--- src/rtl/ins_mem_ctrl.sv ---
// Direct-mapped, one-word-per-line instruction fetch controller with a backing-memory refill path.
// Optional hit/miss statistics counters are built when INS_MEM_CTRL_STATS_EN is defined.
module ins_mem_ctrl #(
  parameter int DATA_WIDTH = 32,
  parameter int LINE_COUNT = 16
) (
  input  logic                  ins_mem_clock_in,
  input  logic                  ins_mem_reset_in,
  input  logic                  valid_in,
  input  logic [DATA_WIDTH-1:0] addr_in,
  input  logic                  flush_in,
  output logic                  ready_out,
  output logic                  data_valid_out,
  output logic                  hit_out,
  output logic [DATA_WIDTH-1:0] data_out,
  output logic                  mem_req_out,
  output logic [DATA_WIDTH-1:0] mem_addr_out,
  input  logic                  mem_ack_in,
  input  logic [DATA_WIDTH-1:0] mem_data_in
`ifdef INS_MEM_CTRL_STATS_EN
  ,
  output logic [31:0]           hit_count_out,
  output logic [31:0]           miss_count_out
`endif
);

  localparam int IDX_W = $clog2(LINE_COUNT);
  localparam int WA_W  = DATA_WIDTH - 2;
  localparam int TAG_W = WA_W - IDX_W;

  typedef enum logic [1:0] {
    IDLE    = 2'd0,
    LOOKUP  = 2'd1,
    REFILL  = 2'd2,
    RESPOND = 2'd3
  } state_t;

  state_t                r_state;
  logic                  r_flush_pend;
  logic [LINE_COUNT-1:0] r_valid;
  logic [WA_W-1:0]       r_waddr;
  logic [TAG_W-1:0]      r_tag  [LINE_COUNT];
  logic [DATA_WIDTH-1:0] r_word [LINE_COUNT];

  logic [IDX_W-1:0]      w_idx;
  logic [TAG_W-1:0]      w_tag;
  logic                  w_hit;
  logic                  w_ready;
  logic                  w_accept;
  logic                  w_fill;
  logic                  w_unused;

  // Word address of the captured request, split into line index and tag.
  assign w_idx    = r_waddr[IDX_W-1:0];
  assign w_tag    = r_waddr[WA_W-1:IDX_W];
  assign w_hit    = r_valid[w_idx] && (r_tag[w_idx] == w_tag);
  assign w_ready  = ins_mem_reset_in && (r_state == IDLE) && !r_flush_pend && !flush_in;
  assign w_accept = w_ready && valid_in;
  assign w_fill   = ins_mem_reset_in && (r_state == REFILL) && mem_ack_in;
  assign w_unused = ^addr_in[1:0];

  assign ready_out = w_ready;

  // Control FSM with registered outputs.
  always_ff @(posedge ins_mem_clock_in) begin
    if (!ins_mem_reset_in) begin
      r_state        <= IDLE;
      r_flush_pend   <= 1'b0;
      r_valid        <= '0;
      data_valid_out <= 1'b0;
      hit_out        <= 1'b0;
      data_out       <= '0;
      mem_req_out    <= 1'b0;
      mem_addr_out   <= '0;
    end else begin
      data_valid_out <= 1'b0;
      case (r_state)
        IDLE: begin
          if (flush_in || r_flush_pend) begin
            r_valid      <= '0;
            r_flush_pend <= 1'b0;
          end else if (valid_in) begin
            r_state <= LOOKUP;
          end
        end
        LOOKUP: begin
          if (w_hit) begin
            data_out       <= r_word[w_idx];
            hit_out        <= 1'b1;
            data_valid_out <= 1'b1;
            r_state        <= RESPOND;
          end else begin
            mem_req_out  <= 1'b1;
            mem_addr_out <= {r_waddr, 2'b00};
            r_state      <= REFILL;
          end
        end
        REFILL: begin
          if (mem_ack_in) begin
            r_valid[w_idx] <= 1'b1;
            data_out       <= mem_data_in;
            hit_out        <= 1'b0;
            data_valid_out <= 1'b1;
            mem_req_out    <= 1'b0;
            r_state        <= RESPOND;
          end
        end
        RESPOND: begin
          r_state <= IDLE;
        end
        default: r_state <= IDLE;
      endcase
      // A flush arriving mid-transaction is deferred to the next IDLE cycle.
      if (flush_in && (r_state != IDLE)) begin
        r_flush_pend <= 1'b1;
      end
    end
  end

  // Request address and line storage; only the valid bits need a reset.
  always_ff @(posedge ins_mem_clock_in) begin
    if (w_accept) begin
      r_waddr <= addr_in[DATA_WIDTH-1:2];
    end
    if (w_fill) begin
      r_tag[w_idx]  <= w_tag;
      r_word[w_idx] <= mem_data_in;
    end
  end

`ifdef INS_MEM_CTRL_STATS_EN
  function automatic logic [31:0] sat_inc(input logic [31:0] v);
    return (v == 32'hFFFF_FFFF) ? v : v + 32'd1;
  endfunction

  // One count per LOOKUP decision; flush leaves the statistics intact.
  always_ff @(posedge ins_mem_clock_in) begin
    if (!ins_mem_reset_in) begin
      hit_count_out  <= '0;
      miss_count_out <= '0;
    end else if (r_state == LOOKUP) begin
      if (w_hit) begin
        hit_count_out <= sat_inc(hit_count_out);
      end else begin
        miss_count_out <= sat_inc(miss_count_out);
      end
    end
  end
`else
  // Statistics disabled: no counters or count ports are built.
`endif

endmodule

--- config.mk ---
export PLATFORM = sky130hd
export DESIGN_NAME = ins_mem_ctrl
export DESIGN_NICKNAME = d
export VERILOG_FILES = /design/src/rtl/ins_mem_ctrl.sv
export SDC_FILE = /design/constraint.sdc
export NUM_CORES = 1
export LEC_CHECK = 0
export CORE_MARGIN = 2
export CORE_UTILIZATION = 51
export CTS_BUF_LIST = sky130_fd_sc_hd__clkbuf_4 sky130_fd_sc_hd__clkbuf_8 sky130_fd_sc_hd__clkbuf_16
export DETAILED_ROUTE_END_ITERATION = 8
export PLACE_DENSITY = 0.68
export SYNTH_ARGS = -nofsm -noshare
export SYNTH_HDL_FRONTEND = slang
export SYNTH_SLANG_ARGS = --single-unit
export TNS_END_PERCENT = 20
--- constraint.sdc ---
create_clock -name ins_mem_clock_in -period 8.95 [get_ports ins_mem_clock_in]
set_clock_uncertainty 0.2 [all_clocks]
set_input_delay 2.2375 -clock ins_mem_clock_in [delete_from_list [all_inputs] [get_ports ins_mem_clock_in]]
set_output_delay 2.2375 -clock ins_mem_clock_in [all_outputs]
set_load 0.005 [all_outputs]
==> run summary, run 1 <==
The total congestion overflow after global routing is 0. The utilization after layout is between 50% and 60%. The synthesis-to-layout area growth came out at 14.9%. The worst setup slack before clock tree synthesis came out at 2.85 ns. The clock network power share came out at 38.2%. The proportion of synthesized flip-flops having asynchronous set or reset came out at 0%. Among all flip-flop cells after synthesis, the most frequent one is edfxtp_1.

The count of different cell masters after synthesis came out at between 60 and 70. The TritonCTS clock tree is built. The area share of fa/ha/maj cells after synthesis is 0.0929%. The global routing usage summed across all routing layers is around 22%.

In this run the tightest slew margin relative to its limit is a little under a fifth. The initial core utilization came out at 51.3%. The clock latency on the worst-skew pair is ~0.67 ns. The number of pins exceeding their max-slew limit in the final report is 0. The post-synthesis xor/xnor area fraction came out at 0.780%. Post-CTS repair changed the size of 0 cells. The die span in y came out at about 290 um. The worst hold path cell count came out at 2. Before antenna repair, the detailed router went through 5 iterations.

The critical path startpoint category is an input pin. In this run the worst path has a maximum fanout of 4. The via count of the first global-routing pass came out at slightly above 20000. The path with the worst hold slack has its endpoint at mem_addr_out[24]. For this design the total switching power over the nets is between 2000 and 3000 uW.

The setup check on the worst reg-to-reg path leaves a slack of about 3.4 ns. Combinational cells account for approximately 12% of the total power. Counting cells, the worst reg-to-reg path comes to 11. The detailed router finished its first iteration with between 2000 and 2500 violations. Synthesis produced a netlist whose cell count is 1950.

The post-detailed-route DRC marker count is 0. The worst setup path is captured at a primary output. Subtracting the final worst setup slack from the clock period gives 6.13 ns. The fraction of synthesized area in multiplexers is between 10% and 20%. The standby leakage power is between 0.01 and 0.015 uW. The worst register-to-register path ends at data_out[14]. The power per cell area came out at 244 nW/um^2.

The maximum clock insertion buffer count is 3. Setup repair after global routing left no endpoint under its margin. In this run the most critical hold path is launched from mem_addr_out[24]. From left edge to right edge, the die measures 286 um. The congestion estimate from routability-driven global placement came to ~0.76. The transition at the pin with the smallest max-transition slack is around 1.2 ns. The proportion of layout cells with a drive suffix above 1 came out at a little under a quarter.

The clock net sink count is 1046. The type of the worst setup path is input pin to primary output. The first global-routing pass estimated around 130000 um of wire. The mapped netlist covers around 40000 sq um. The arrival time at the worst endpoint came out at roughly 3.7 ns. The flow ran to the end, and the final reports show no timing, DRC or antenna violations.

By area, the combinational part of the netlist is dominated by multiplexers. In the finished design, the share of the clock period the worst path needs comes to roughly 70%. The routed design has approximately 90000 um of wire. The peak clock frequency supported by timing came out at 163 MHz. After floorplanning, the core was sized to cover approximately 79000 sq um. The largest net degree at the start of global routing is ~120. The complex-gate fraction of the synthesized area came out at 2.81%. Buffers inserted during clock tree synthesis total between 100 and 150. The number of endpoints with negative hold slack in the final report is 0. The count of input and output buffers came out at between 100 and 150.

The die footprint came out at just over 80000 sq um. The post-synthesis simple-gate area fraction came out at between 3 and 4%. The min-delay analysis places its worst path in the category register to register. CTS built an H-tree with a depth of 3.

The proportion of power drawn by flip-flops and latches is just under 50%. The setup TNS is 0 ns. The count of nets left with antenna violations after detail routing is 0.

For this design the top-level I/O count stands at ~140. The number of enable flip-flop cells after synthesis came out at 958. The average detailed-routed wire length per instance is roughly 28 um. The internal power is around 8700 uW. The number of warnings issued by yosys came out at 0. The clock-pin slew on the worst setup and hold paths is approximately 0.06 ns. The ratio of routed vias to standard cells came out at between 6 and 7.

The proportion of synthesized chip area in sequential cells is around three quarters. The number of hold buffers added after CTS was 0. For this run, the post-layout net count is around 2200. The total of max-cap violations came out at 0.

The synthesized area divided by synthesized cell count came out at around 21 sq um. The worst vdd rail ir drop is approximately 0.00015 V. The detailed placer's ending HPWL came out at roughly 47000 um. The buffer count from post-CTS setup fixing came out at 0. Setup slack on the critical path of the routed design comes to 2.82 ns. The cell at the root of the clock tree is clkbuf_16. The initial antenna violation count is 4. The number of placement rows is around 100. In this run, synthesis produced a sequential element count of between 1000 and 1500. Detailed routing inserted a total of just under 20000 vias.

Setup violations remaining at the end of the flow were counted as 0. Net switching is about a quarter of the power. Data on the critical path is required at its endpoint by 6.51 ns.
==> worst max-delay path by stage <==
stage                     start           to
6_report               flush_in    ready_out
4_1_cts                flush_in    ready_out
3_3_place_gp           flush_in    ready_out
2_1_floorplan  ins_mem_reset_in  r_tag[8][0]
5_1_grt                flush_in    ready_out
3_5_place_dp           flush_in    ready_out
==> area by class of cell <==
class / count / area [sq um]
inverter: 7 / 27.5
clock buffer: 151 / 3030
clock inverter: 40 / 419
antenna: 1 / 2.50
timing repair buffer: 171 / 1660
multi-input combinational: 787 / 9450
tap: 1050 / 1310
fill: 5582 / 32300
sequential: 1046 / 30500
==> cell usage after synthesis, types with 4 or more instances <==
library cell | n | area [sq um]
buf_1 | 5 | 18.8
mux2i_1 | 85 | 851
nand3_1 | 10 | 50.1
and2_1 | 6 | 37.5
or3_1 | 34 | 213
buf_4 | 10 | 75.1
mux4_2 | 246 | 5540
nand2b_1 | 33 | 206
inv_1 | 7 | 26.3
nand3b_1 | 4 | 30.0
xor2_1 | 16 | 140
edfxtp_1 | 958 | 28800
buf_2 | 44 | 220
a22oi_1 | 7 | 52.6
o21ai_0 | 7 | 35.0
a21boi_1 | 20 | 150
a21oi_1 | 28 | 140
a211oi_1 | 5 | 37.5
xnor2_1 | 20 | 175
nor3b_1 | 6 | 45.0
a22o_1 | 4 | 35.0
nor2_1 | 49 | 184
a21boi_0 | 11 | 82.6
nand2_1 | 89 | 334
clkbuf_1 | 45 | 169
nor2b_1 | 12 | 75.1
mux2_2 | 6 | 67.6
dfxtp_1 | 88 | 1760
o2111a_1 | 31 | 349
buf_6 | 7 | 78.8
==> power groups by stage <==
| stage | combinational (uW) | sequential, uW | clock (uW) |
|---|---|---|---|
| 4_1_cts | 1410 | 5620 | 4400 |
| 5_1_grt | 1490 | 5630 | 4600 |
| 6_report | 1390 | 5620 | 4320 |
| 3_3_place_gp | 1380 | 5710 | 0 |
| 2_1_floorplan | 934 | 5640 | 0 |
| 3_5_place_dp | 1410 | 5720 | 0 |
==> flip-flops by register name (all words and copies together), names as in the netlist, named ones only <==
register	cells
mem_addr_out	30
r_state	2
r_word	512
r_flush_pend	1
mem_req_out	1
r_waddr	30
r_tag	416
r_valid	16
hit_out	1
data_valid_out	1
data_out	32
==> per-layer routing <==
layer / vias up / routed length, um / GRT usage [%]
met2: 760 / 43900 / 36.0
met4: 6 / 1890 / 5.48
met1: 10400 / 38100 / 31.9
met3: 136 / 6160 / 4.15
met5: - / 40 / 0
li1: 8349 / - / -
==> cells by family (layout without fill, tap and decap cells) <==
kind of cell               after synthesis  after routing
AOI/OAI and AO/OA                      142            142
adders and majority gates                3              3
xor gates and xnor gates                36             36
muxes                                  337            337
other                                    1              3
buffers and inverters                  118            369
and+or+nand+nor                        267            267
DFF                                   1046           1046
==> metrics by stage <==
stage / area (sq um) / instances / total power [uW] / hold slack, ns
detailed placement: 43000 / 3061 / 7130 / 0.247
global route: 46400 / 3252 / 11700 / 0.270
CTS: 46400 / 3252 / 11400 / 0.255
floorplan: 40400 / 1951 / 6580 / 0.231
global placement: 43000 / 3061 / 7090 / 0.243
finish: 46400 / 3253 / 11300 / 0.250
==> layout by cell type (no fill, tap or decap), types with 5 or more instances in the layout <==
master,synthesis,final
edfxtp_1,958,958
mux4_2,246,246
clkdlybuf4s50_1,0,131
clkbuf_16,0,105
nand2_1,89,89
mux2i_1,85,85
dfxtp_1,88,85
clkbuf_4,0,37
buf_4,10,35
or3_1,34,34
nor2_1,49,33
nand2b_1,33,33
o2111a_1,31,31
a21oi_1,28,28
xnor2_1,20,20
a21boi_1,20,20
nor2_4,0,16
xor2_1,16,16
clkinv_2,0,15
nor2b_1,12,12
a21boi_0,11,11
nand3_1,10,10
clkinv_1,0,10
clkbuf_8,0,9
o21ai_0,7,7
a22oi_1,7,7
and2_1,6,6
nor3b_1,6,6
mux2_2,6,6
bufinv_16,0,6
inv_1,7,5
a211oi_1,5,5
==> critical path: stages <==
cell and delay [ns]:
clkdlybuf4s50_1 0.41, nor2_1 0.28, and3_1 0.24, clkdlybuf4s50_1 0.52
Power figures use the tool's default switching activity.
==> run 2, diff against run 1 <==
--- a/config.mk
+++ b/config.mk
@@ -9,7 +9,7 @@
 export CORE_UTILIZATION = 51
 export CTS_BUF_LIST = sky130_fd_sc_hd__clkbuf_4 sky130_fd_sc_hd__clkbuf_8 sky130_fd_sc_hd__clkbuf_16
 export DETAILED_ROUTE_END_ITERATION = 8
-export PLACE_DENSITY = 0.68
+export PLACE_DENSITY = 0.71
 export SYNTH_ARGS = -nofsm -noshare
 export SYNTH_HDL_FRONTEND = slang
 export SYNTH_SLANG_ARGS = --single-unit
==> constraint.sdc (replaced) <==
create_clock -name ins_mem_clock_in -period 5.15 [get_ports ins_mem_clock_in]
set_clock_uncertainty 0.2 [all_clocks]
set_input_delay 1.2875 -clock ins_mem_clock_in [delete_from_list [all_inputs] [get_ports ins_mem_clock_in]]
set_output_delay 1.2875 -clock ins_mem_clock_in [all_outputs]
set_load 0.005 [all_outputs]
==> run summary, run 2 (synthesis results as in run 1) <==
The flow ran to the end, and the final reports show no timing, DRC or antenna violations. The register with the most flip-flops in the layout has between 500 and 600 of them. The initial antenna violation count came to 3. The routability-driven placement congestion ratio came out at 0.766. The clock period minus final worst setup slack came out at between 4 and 5 ns.

TritonCTS built the clock tree. The setup TNS is 0 ns. The die footprint came out at a little over 80000 sq um.

The number of placement rows is between 100 and 150. The category of the worst setup path capture point is a register. The global routing usage summed across all routing layers is approximately 23%. The slack of the worst reg-to-reg path came out at 0.63 ns. The number of pins exceeding their max-slew limit in the final report is 0.

The critical path ends at data_out[16]. The peak fanout along the critical path is 43. The clock latency on the worst-skew pair came out at slightly below 0.7 ns. The clock-pin slew on the worst setup and hold paths came out at 0.06 ns. In this run the worst hold path is classified as register to register.

Once the clock tree was built, the resizer swapped 0 gates to a different size. The share of the clock period used by the worst path after layout is a little under 90%. The total of max-cap violations is 0. The clock drives between 1000 and 1500 sinks. The startpoint identified for the worst hold timing path is mem_addr_out[19]. The transition at the pin with the smallest max-transition slack came out at 1.12 ns.

The most frequent standard cell in the layout excluding fill and tap cells is edfxtp_1. The number of placed cells counting well taps is about 3100. In this run the power density over the cells is 422 nW/um^2. STA puts the critical path data arrival time at roughly 5 ns. The count of nets left with antenna violations once routing finished came out at 0. The library cells used most frequently in the layout, excluding fill and tap cells, are 958 x edfxtp_1, 246 x mux4_2, 131 x clkdlybuf4s50_1. The proportion of layout cells with a drive suffix above 1 is approximately a quarter.

The register with the highest flop count is r_word. The standby leakage power came out at roughly 0.015 uW. The ratio of routed vias to standard cells is roughly 6. The die span in y is ~290 um. Setup repair after global routing left no endpoint under its margin.

The relative slew slack came out at about a quarter. The worst setup path is of the register to register kind. The total via count after detailed routing came out at about 20000. STA classifies the critical path startpoint as a register. The largest net degree at the start of global routing is 73.

Counting the fill cells in the layout gives ~5500. For this block, the initial DRC count from the detailed router was between 2000 and 2500. TritonCTS created about 100 clock buffers. The total detailed-routing wirelength came out at 91700 um. After the flow finishes, the layout carries non-filler instances totaling 3298.

The number of levels the H-tree was split into came out at 3. The first global-routing pass estimated between 100000 and 150000 um of wire. The synthesis-to-layout area growth is 15.8%.

The maximum clock insertion buffer count came out at 3. During placement, the flow inserted port buffers numbering roughly 130. The worst-case IR drop observed on VDD is around 0.00033 V. The number of diodes added for antenna fixing came out at 0. Buffers inserted to repair hold after CTS numbered 0. The average detailed-routed wire length per instance is ~28 um. In the final layout, the registers with the most flip-flops are r_word (512), r_tag (416), data_out (32). Clock tree synthesis selected as its root buffer the cell clkbuf_16.

The total congestion overflow after global routing is 0. The post-detailed-route DRC marker count came out at 0. The endpoint required time on the critical path is roughly 5.6 ns. The peak clock frequency supported by timing is between 200 and 250 MHz.

The endpoint identified for the worst register-to-register timing path is data_out[16]. The chip width is 286 um. The logic depth of the worst register-to-register path came out at 11. The number of endpoints failing setup at the final stage came out at 0.

The core region is about 79000 sq um. The detailed placer's ending HPWL came out at 50100 um. The number of endpoints with negative hold slack in the final report came out at 0.

The net total in the final layout is roughly 2200. approximately 140 I/O pins were placed. The initial core utilization came out at between 50% and 60%. The number of optimization iterations in the first detailed-route pass is 6.

The via count of the first global-routing pass is 20600. The buffer count from post-CTS setup fixing came out at 0.
[run 2: worst min path at each step]
stage	endpoint	slack [ns]	depth (start not counted)
floorplan	r_valid[10]	0.23	2
global placement	mem_addr_out[26]	0.24	2
detailed placement	mem_addr_out[19]	0.25	2
CTS	mem_addr_out[19]	0.25	2
global route	mem_addr_out[25]	0.27	2
finish	mem_addr_out[19]	0.25	2
[run 2: power breakdown]
part,leakage [uW],switching (uW),internal [uW]
Sequential,0.00933,259,9490
Clock,0.00174,3160,4370
Combinational,0.00383,1240,1250
Total,0.0149,4660,15100
[run 2: cell type report]
class	count	area, sq um	share of cell area [%]
sequential	1046	30500	65.3
timing repair buffer	212	2000	4.28
clock buffer	138	2930	6.25
tap	1050	1310	2.81
clock inverter	58	542	1.16
inverter	7	27.5	0.0588
multi-input combinational	787	9450	20.2
[run 2: critical path: stages (launching register included)]
cell      delay [ns]
dfxtp_4         0.83
buf_4           0.42
mux4_2          0.55
mux2i_1         0.19
xnor2_1         0.09
nor3_1          0.25
a22oi_1         0.15
a211oi_2        0.56
nand4_2         0.38
a21oi_4         0.23
buf_4           0.33
o2111a_1        0.22
[run 2: per-layer routing]
| metal | up-vias | wire length, um | track usage [%] |
|---|---|---|---|
| met3 | 143 | 7190 | 4.12 |
| met2 | 907 | 45300 | 36.7 |
| met5 | - | 30 | 0 |
| met1 | 10700 | 37300 | 32.2 |
| li1 | 8427 | - | - |
| met4 | 4 | 1880 | 5.45 |
[run 2: per-stage QoR]
stage	hold slack [ns]	setup slack, ns	total power (uW)	area [sq um]	utilization, %
floorplan	0.231	0.0692	11400	40400	-
detailed placement	0.246	0.587	12400	43300	55.0
finish	0.250	0.627	19800	46800	59.4
global placement	0.239	0.657	12400	43300	55.0
CTS	0.254	0.558	19900	46800	59.4
global route	0.270	0.335	20400	46800	59.4
==> run 3, diff against run 2 <==
--- a/config.mk
+++ b/config.mk
@@ -9,7 +9,8 @@
 export CORE_UTILIZATION = 51
 export CTS_BUF_LIST = sky130_fd_sc_hd__clkbuf_4 sky130_fd_sc_hd__clkbuf_8 sky130_fd_sc_hd__clkbuf_16
 export DETAILED_ROUTE_END_ITERATION = 8
-export PLACE_DENSITY = 0.71
+export DONT_BUFFER_PORTS = 1
+export PLACE_DENSITY = 0.69
 export SYNTH_ARGS = -nofsm -noshare
 export SYNTH_HDL_FRONTEND = slang
 export SYNTH_SLANG_ARGS = --single-unit
==> run summary, run 3 (synthesis results as in run 1) <==
The count of hold buffers inserted by post-cts repair came out at 0. Combinational cells account for a little over a tenth of the total power. The number of ports placed on the die boundary is approximately 140. The initial core utilization is 51.3%. The clock period minus final worst setup slack came out at about 4.6 ns. The clock-pin slew on the worst setup and hold paths came out at ~0.06 ns.

The wire-length estimate of the detail-placed layout is between 50000 and 60000 um. The worst vdd rail ir drop is between 0.0003 and 0.0004 V. The worst path setup slack after routing came out at between 0.5 and 0.6 ns.

The logic depth of the worst register-to-register path came out at 10. STA classifies the critical path endpoint as a register. The clock net sink count came out at roughly 1000. The type of the worst setup path is register to register. Leaving out fill and tap cells, the most frequent cells in the layout are 958 x edfxtp_1, 246 x mux4_2, 108 x clkbuf_16.

The slack of the worst reg-to-reg path is roughly 0.59 ns. The post-route cell area is 45600 sq um. The total congestion overflow after global routing is 0.

The total clock buffers created by CTS came out at slightly above 100. The startpoint identified for the worst hold timing path is mem_addr_out[13]. For the pin with the worst max-slew slack, the measured transition is ~1.2 ns. The switching power as a share of total power came out at a little under a quarter. The met1 usage in global routing came out at between 30% and 40%. CTS placed an instance of clkbuf_16 at the clock tree root. The number of levels the H-tree was split into came out at 3. The number of endpoints with negative hold slack in the final report is 0. The share of the clock period used by the worst path after layout is 88.5%. TritonCTS built the clock tree.

The die footprint came out at 81500 sq um. The net count of the finished layout is around 2100. The initial antenna violation count is 7. The internal portion of the total power is 15000 uW. The floorplan step set the die height to roughly 290 um. The register with the highest flop count is r_word. The number of placed cells counting well taps came out at between 2000 and 3000.

Counting the fill cells in the layout gives around 5600. The standby leakage power is about 0.014 uW. Prior to clock tree synthesis, the placed netlist has a worst setup slack of between 0.6 and 0.7 ns. The peak clock frequency supported by timing came out at between 200 and 250 MHz. The ratio of routed vias to standard cells is a little over 6. After global routing, the most crowded layer is met2. In the routed design, unresolved DRC markers number 0. The post-CTS resize count is 0. Setup repair after global routing left no endpoint under its margin. The worst hold path belongs to the class register to register. The number of endpoints failing setup at the final stage is 0.

The maximum clock insertion buffer count came out at 3. The buffer count from post-CTS setup fixing came out at 0. The combined area of the multi-input logic cells came out at between 9000 and 10000 sq um. The total via count after detailed routing came out at 19600. The congestion estimate from routability-driven global placement came to roughly 0.76. The count of nets left with antenna violations after detail routing is 0.

The signal on the critical path passes through mux4_2 > mux2i_1 > xnor2_1 > nor3_1 > o2111ai_1 > a211oi_2 > nand4_2 > a21oi_4 > buf_12 > o2111a_1. The clock latency on the worst-skew pair is around 0.67 ns. The wire length of the first global-routing pass is roughly 140000 um.

For this design, the slowest cell found on the critical path is dfxtp_4. Of the total power, the clock network draws 38.9%. The peak fanout along the critical path is 44. The net load switching power is about 4500 uW. The most frequent standard cell in the layout excluding fill and tap cells is edfxtp_1. After detailed routing, the total wire length is 92800 um. For hold timing, the worst endpoint is mem_addr_out[13]. The average detailed-routed wire length per instance came out at just under 30 um. Measured against its own limit, the worst slew margin works out to 22.3%. The flip-flop count of the largest register after layout came out at approximately 510.

The area taken by flip-flops and latches is 30500 sq um. The floorplan has 103 rows. The worst register-to-register path ends at data_out[16]. The run finished with clean final reports. The via count of the first global-routing pass came to slightly above 20000. The number of pins exceeding their max-slew limit in the final report came to 0.

The cell area reported after detailed placement came out at roughly 42000 sq um. For the final routed database, the setup TNS stands at 0 ns. The proportion of layout cells with a drive suffix above 1 is between 20% and 30%.

The number of optimization iterations in the first detailed-route pass came out at 6. The chip width is roughly 290 um. The share of total power dissipated in sequential elements is between 50% and 60%. The number of design-rule violations left by the first detailed-router iteration is 2223.

The floorplan step defined a core boundary enclosing 78700 sq um. The worst hold slack after final layout came out at approximately 0.27 ns. The global-route met2 utilization is 37.0%. Global routing used between 20% and 30% of the available tracks.

The finished layout holds around 3200 standard cells, fillers aside. The power per cell area came out at 428 nW/um^2. The met3 global-route usage came out at slightly above 5%. In this run the tool buffered the top-level ports with 0 buffer cells. The largest net degree at the start of global routing is 75. Data on the critical path arrives at its endpoint at 4.96 ns.

The worst hold path cell count is 2. The worst setup path is launched from a register. The maximum cell stage delay along the critical path is roughly 0.87 ns. The endpoint required time on the critical path is between 5 and 6 ns.

The total of max-cap violations came out at 0. The synthesis-to-layout area growth is 12.8%. The largest registers in the layout are r_word (512), r_tag (416), data_out (32).
-- run 3: cell type report --
cell class | count | share of cell area (%)
flip-flops and latches | 1046 | 67.0
multi-input cells | 787 | 20.7
clock buffers | 142 | 6.64
well taps | 1050 | 2.88
repair buffers | 73 | 1.64
clock inverters | 50 | 1.09
inverters | 7 | 0.0604
diodes | 3 | 0.0165
-- run 3: worst max-delay path by stage --
stage | start | to | slack (ns) | cells after the start
after detailed placement | register | data_out[16] | 0.65 | 10
final | register | data_out[16] | 0.59 | 10
after global routing | register | data_out[14] | 0.33 | 10
after global placement | register | data_out[25] | 0.69 | 10
after CTS | register | data_out[16] | 0.63 | 10
after floorplan | ins_mem_reset_in | r_tag[8][0] | 0.07 | 4
-- run 3: power groups by stage --
stage / Clock (uW) / Combinational [uW] / Sequential (uW)
2_1_floorplan: 0 / 1620 / 9810
3_3_place_gp: 0 / 2100 / 9960
3_5_place_dp: 0 / 2130 / 9970
4_1_cts: 7720 / 2140 / 9790
5_1_grt: 8050 / 2280 / 9820
6_report: 7600 / 2130 / 9790
-- run 3: worst max-delay path: cells and delay by family, from the launching register on --
family / cells / cell delay (ns)
compound gates: 4 / 1.24
flops: 1 / 0.87
xor+xnor: 1 / 0.09
buf+inv: 1 / 0.24
mux: 2 / 0.81
simple gates: 2 / 0.97
-- run 3: through the flow --
step / utilization [%] / total power [uW]
2_1_floorplan: - / 11400
3_3_place_gp: 53.4 / 12100
3_5_place_dp: 53.4 / 12100
4_1_cts: 57.9 / 19700
5_1_grt: 57.9 / 20100
6_report: 57.9 / 19500
-- run 3: metal layers --
layer  up-vias  wire [um]
li1       8160          -
met1     10400      37100
met2       880      45100
met3       186       7850
met4         2       2740
met5         -         14
